## config.mk

```make
export PLATFORM = sky130hd
export DESIGN_NAME = rename_freelist
export DESIGN_NICKNAME = d
export VERILOG_FILES = /design/src/rtl/rename_freelist.sv
export SDC_FILE = /design/constraint.sdc
export NUM_CORES = 1
export LEC_CHECK = 0
export ABC_AREA = 1
export CAP_MARGIN = 30
export CORE_AREA = 2 2 231 187
export DETAILED_ROUTE_END_ITERATION = 8
export DIE_AREA = 0 0 233 189
export GPL_ROUTABILITY_DRIVEN = 0
export SLEW_MARGIN = 0
export SYNTH_ARGS = -nofsm -noshare
export SYNTH_HDL_FRONTEND = slang
export SYNTH_SLANG_ARGS = --single-unit
```

## constraint.sdc

```tcl
create_clock -name clk -period 8.2 [get_ports clk]
set_input_delay 0.82 -clock clk [delete_from_list [all_inputs] [get_ports clk]]
set_output_delay 0.82 -clock clk [all_outputs]
set_load 0.01 [all_outputs]
```

## src/rtl/rename_freelist.sv

```systemverilog
// Free list of physical register tags for a rename stage: a circular buffer
// with multi-slot allocate/release and single-checkpoint branch recovery.
module rename_freelist #(
  parameter int NPHY    = 64,
  parameter int NARCH   = 32,
  parameter int TAG_W   = 6,
  parameter int ALLOC_W = 2,
  parameter int REL_W   = 2
) (
  input  logic                     clk,
  input  logic                     reset,
  input  logic [ALLOC_W-1:0]       alloc_req,
  output logic [ALLOC_W*TAG_W-1:0] alloc_tags,
  output logic                     alloc_ok,
  output logic                     stall,
  input  logic [REL_W-1:0]         rel_val,
  input  logic [REL_W*TAG_W-1:0]   rel_tags,
  input  logic                     ckpt_save,
  input  logic                     prmiss,
  output logic [TAG_W:0]           free_count,
  output logic                     release_err
);

  localparam int DEPTH = NPHY - NARCH;
  localparam int PTR_W = (DEPTH > 1) ? $clog2(DEPTH) : 1;
  localparam int CNT_W = TAG_W + 1;
  localparam int SUM_W = CNT_W + 1;

  logic [TAG_W-1:0] entry_reg [DEPTH];
  logic [PTR_W-1:0] head_reg, head_next;
  logic [PTR_W-1:0] tail_reg, tail_next;
  logic [PTR_W-1:0] ckpt_head_reg, ckpt_head_next;
  logic [CNT_W-1:0] count_reg, count_next;
  logic             release_err_reg, release_err_next;

  logic [PTR_W-1:0] alloc_idx [ALLOC_W];
  logic [PTR_W-1:0] rel_idx [REL_W];
  logic [2:0]       n_alloc, n_rel;
  logic [PTR_W-1:0] alloc_head;
  logic [PTR_W:0]   recov;
  logic [SUM_W-1:0] count_base, count_rel;
  logic             rel_drop;

  // Pointer advance by at most ALLOC_W/REL_W slots, wrapping at DEPTH.
  function automatic logic [PTR_W-1:0] wrap_add(input logic [PTR_W-1:0] p, input logic [2:0] n);
    logic [PTR_W:0] s;
    s = (PTR_W+1)'(p) + (PTR_W+1)'(n);
    if (s >= (PTR_W+1)'(DEPTH)) s = s - (PTR_W+1)'(DEPTH);
    return s[PTR_W-1:0];
  endfunction

  // Each slot reads the entry offset by the number of requesting slots below it.
  always_comb begin
    n_alloc = '0;
    for (int i = 0; i < ALLOC_W; i++) begin
      alloc_idx[i] = wrap_add(head_reg, n_alloc);
      n_alloc      = n_alloc + {2'b00, alloc_req[i]};
    end
  end

  always_comb begin
    n_rel = '0;
    for (int j = 0; j < REL_W; j++) begin
      rel_idx[j] = wrap_add(tail_reg, n_rel);
      n_rel      = n_rel + {2'b00, rel_val[j]};
    end
  end

  for (genvar gi = 0; gi < ALLOC_W; gi++) begin : g_alloc_tags
    assign alloc_tags[gi*TAG_W +: TAG_W] = entry_reg[alloc_idx[gi]];
  end

  assign alloc_ok    = !prmiss && (count_reg >= CNT_W'(n_alloc));
  assign stall       = (|alloc_req) && !alloc_ok;
  assign free_count  = count_reg;
  assign release_err = release_err_reg;

  always_comb begin
    alloc_head = alloc_ok ? wrap_add(head_reg, n_alloc) : head_reg;

    recov = '0;
    if (prmiss) begin
      if (head_reg >= ckpt_head_reg)
        recov = (PTR_W+1)'(head_reg) - (PTR_W+1)'(ckpt_head_reg);
      else
        recov = (PTR_W+1)'(head_reg) + (PTR_W+1)'(DEPTH) - (PTR_W+1)'(ckpt_head_reg);
    end

    // Overflow is judged against the count after this cycle's grant/recovery.
    count_base = SUM_W'(count_reg) - (alloc_ok ? SUM_W'(n_alloc) : '0) + SUM_W'(recov);
    count_rel  = count_base + SUM_W'(n_rel);
    rel_drop   = (n_rel != 3'd0) && (count_rel > SUM_W'(DEPTH));

    head_next        = prmiss ? ckpt_head_reg : alloc_head;
    ckpt_head_next   = (ckpt_save && !prmiss) ? alloc_head : ckpt_head_reg;
    tail_next        = rel_drop ? tail_reg : wrap_add(tail_reg, n_rel);
    count_next       = rel_drop ? count_base[CNT_W-1:0] : count_rel[CNT_W-1:0];
    release_err_next = release_err_reg | rel_drop;
  end

  always_ff @(posedge clk or posedge reset) begin
    if (reset) begin
      for (int k = 0; k < DEPTH; k++) entry_reg[k] <= TAG_W'(NARCH + k);
      head_reg        <= '0;
      tail_reg        <= '0;
      ckpt_head_reg   <= '0;
      count_reg       <= CNT_W'(DEPTH);
      release_err_reg <= 1'b0;
    end else begin
      for (int j = 0; j < REL_W; j++) begin
        if (rel_val[j] && !rel_drop) entry_reg[rel_idx[j]] <= rel_tags[j*TAG_W +: TAG_W];
      end
      head_reg        <= head_next;
      tail_reg        <= tail_next;
      ckpt_head_reg   <= ckpt_head_next;
      count_reg       <= count_next;
      release_err_reg <= release_err_next;
    end
  end

endmodule

```

==> metrics <==
Post-Route WL=76610 µm; total core area=41660 µm²; final setup TNS=0 ns; Max Freq=0.1593 GHz; most used cell, CP=nand2_1; mapped cell area=19410 µm²; Worst EP required=8.66 ns; CTS clk-pin slew, worst paths=0.06 ns; Max Cap Violations=0; Hold Crit Class=reg2reg; Overflow after GRT=0; first-pass GRT wire length=119300 µm; crit share post-route=76.56%; worst clock skew=0.02110 ns; crit path time final=6.278 ns; Root Driver=clkbuf_16; RSZ-0062 raised after global routing=no; die area=44040 µm²; CP endpoint kind=register; CTS tree=built; die height=189 µm; Syn Inst Count=3098; vias in the first global route=19380; post-place setup slack=1.427 ns; final setup fails=0; final worst slack=1.922 ns; most frequent cells in the layout=nand2_1 (1120), o21ai_0 (408), nand3_1 (268); DPL Wire Length=44930 µm; Cell variety after synth=36; post-synth top area share=21.66%; clk buf depth=3; Post-route DRC=0; initial DRC count=2896; Clock Latency Late Sink=0.58 ns; drt first pass iters=5; synthesis-stage register bit count=215; Post-Syn Nets=3157; CTS resizes=0; commonest non-fill, non-tap cell in the layout=nand2_1; max-slew violation count=0; fillers=4237; total power=9.435 mW; Largest register FFs=192; Antenna diodes=0; via count=21440; Crit path arrival time=6.74 ns; crit path kind=in2reg; Peak VDD IR=0.5885 mV; sequential share of the synthesized area=28.45%; worst slew pin tran=1.212 ns; share of cells above drive strength 1=9.211%; Die W=233 µm; ranking of synthesized cells by area=nand2_1 (22%), dfstp_2 (15%), dfrtp_1 (13%); Slowest cell on crit path=clkdlybuf4s50_1; Post-CTS Setup Bufs=0; total of warnings raised by yosys=0; Total GRT Usage=34.61%; CTS hold repair buffers=0; Initial Util=46.58%; Via density=6.118; crit path max fanout=97; # H-tree levels=1; Worst path max stage delay=0.57 ns; Rel. slew slack=19.23%; syn avg cell area=6.264 µm²; WL per Instance=21.86 µm; Num CTS Buffers=27; startpoint types=primary input; Leakage=9.501 nW; Power Density=456.7 nW/µm²; pin count of the biggest net entering global routing=193; initial antenna violation count=1; Final Hold Vio Count=0; Post-DRT Antenna Nets=0; TritonCTS Sinks=215; status=finished clean; row cnt=67; Port Buffers=41; # IOs=42; area delta synth->final=6.454%; top cell type by total area after synthesis=nand2_1; nets@finish=2991
-- area by class of cell --
type / instances / area (µm²) / area share [%]
clock buffer: 44 / 809.5 / 3.919
clock inverter: 6 / 58.81 / 0.2847
tap: 552 / 690.7 / 3.343
sequential: 215 / 5529 / 26.76
inverter: 174 / 660.6 / 3.198
multi-input combinational: 2425 / 12040 / 58.30
timing repair buffer: 89 / 865.8 / 4.191
-- where the power goes --
part	total, mW	internal, mW	leakage [nW]	switching (mW)
clock	1.23	0.702	0.429	0.528
combinational	6.12	1.67	6.57	4.45
sequential	2.09	1.62	2.50	0.472
total	9.44	3.98	9.50	5.45
-- metrics by stage --
| step | cells | utilization, % | hold WS, ns | cell area (µm²) |
|---|---|---|---|---|
| 2_1_floorplan | 3098 | - | 0.4676 | 19410 |
| 3_3_place_gp | 3449 | 47.18 | 0.4541 | 19660 |
| 3_5_place_dp | 3453 | 47.37 | 0.4591 | 19740 |
| 4_1_cts | 3503 | 49.45 | 0.4773 | 20600 |
| 5_1_grt | 3505 | 49.58 | 0.5295 | 20660 |
| 6_report | 3505 | 49.58 | 0.4909 | 20660 |
-- Yosys cell counts --
cell      count
nand3_2       3
a31oi_1       7
nor4_1        2
nand2_2       4
dfstp_2     113
dfrtp_1     102
clkbuf_1    193
nand2_1    1120
nor3_1        8
xor2_1       12
inv_1       166
o211ai_1     81
o21ai_0     408
nor2_2        9
nand3b_1      1
clkinv_1      3
fa_1          6
nand4_4      26
a21oi_1     118
buf_2        55
buf_4        12
ha_1         33
nand3_1     268
nor2_1      104
inv_2         5
a21oi_2       1
buf_8         1
nand4_1     207
buf_1        12
o22ai_1       3
buf_6         9
o21ai_1       1
buf_12        2
o31ai_1       1
xor2_2        1
or2_1         1
-- kinds of logic after synthesis --
group                      count (synthesis)  synth area share (%)
and+or+nand+nor                         1753                 41.03
AOI/OAI and AO/OA                        620                 17.13
buffers and inverters                    458                 10.02
DFF                                      215                 28.45
adders and majority gates                 39                 2.747
xor gates and xnor gates                  13                0.6254
-- routing by layer --
metal | part of all wire (%) | track usage, % | wire, µm | vias up
met5 | 0 | 0 | 0 | -
met4 | 3.5 | 11.34 | 2696 | 0
met3 | 11 | 6.461 | 8115 | 172
met2 | 42 | 49.76 | 32150 | 1192
met1 | 44 | 51.68 | 33650 | 9973
li1 | - | - | - | 10110
-- critical path, delay by kind of cell --
family                   cells  cell delay [ns]
adder cells (fa/ha/maj)      6             1.89
AO/OA/AOI/OAI                2             0.24
buffers and inverters        7             1.28
AND/OR/NAND/NOR             16             2.34
-- path summary, 6_finish.rpt --
path,start,to,slack [ns],depth (start not counted)
setup / recovery,alloc_req[0],entry_reg[26],1.92,31
hold / removal,release_err,release_err,0.49,1
setup reg to reg,head_reg[0],entry_reg[26],2.50,25
hold reg to reg,release_err,release_err,0.49,1
max in group asynchronous,reset,entry_reg[116],6.13,4
min in group asynchronous,reset,free_count[4],0.80,2
(Power assumes the default switching activity.)
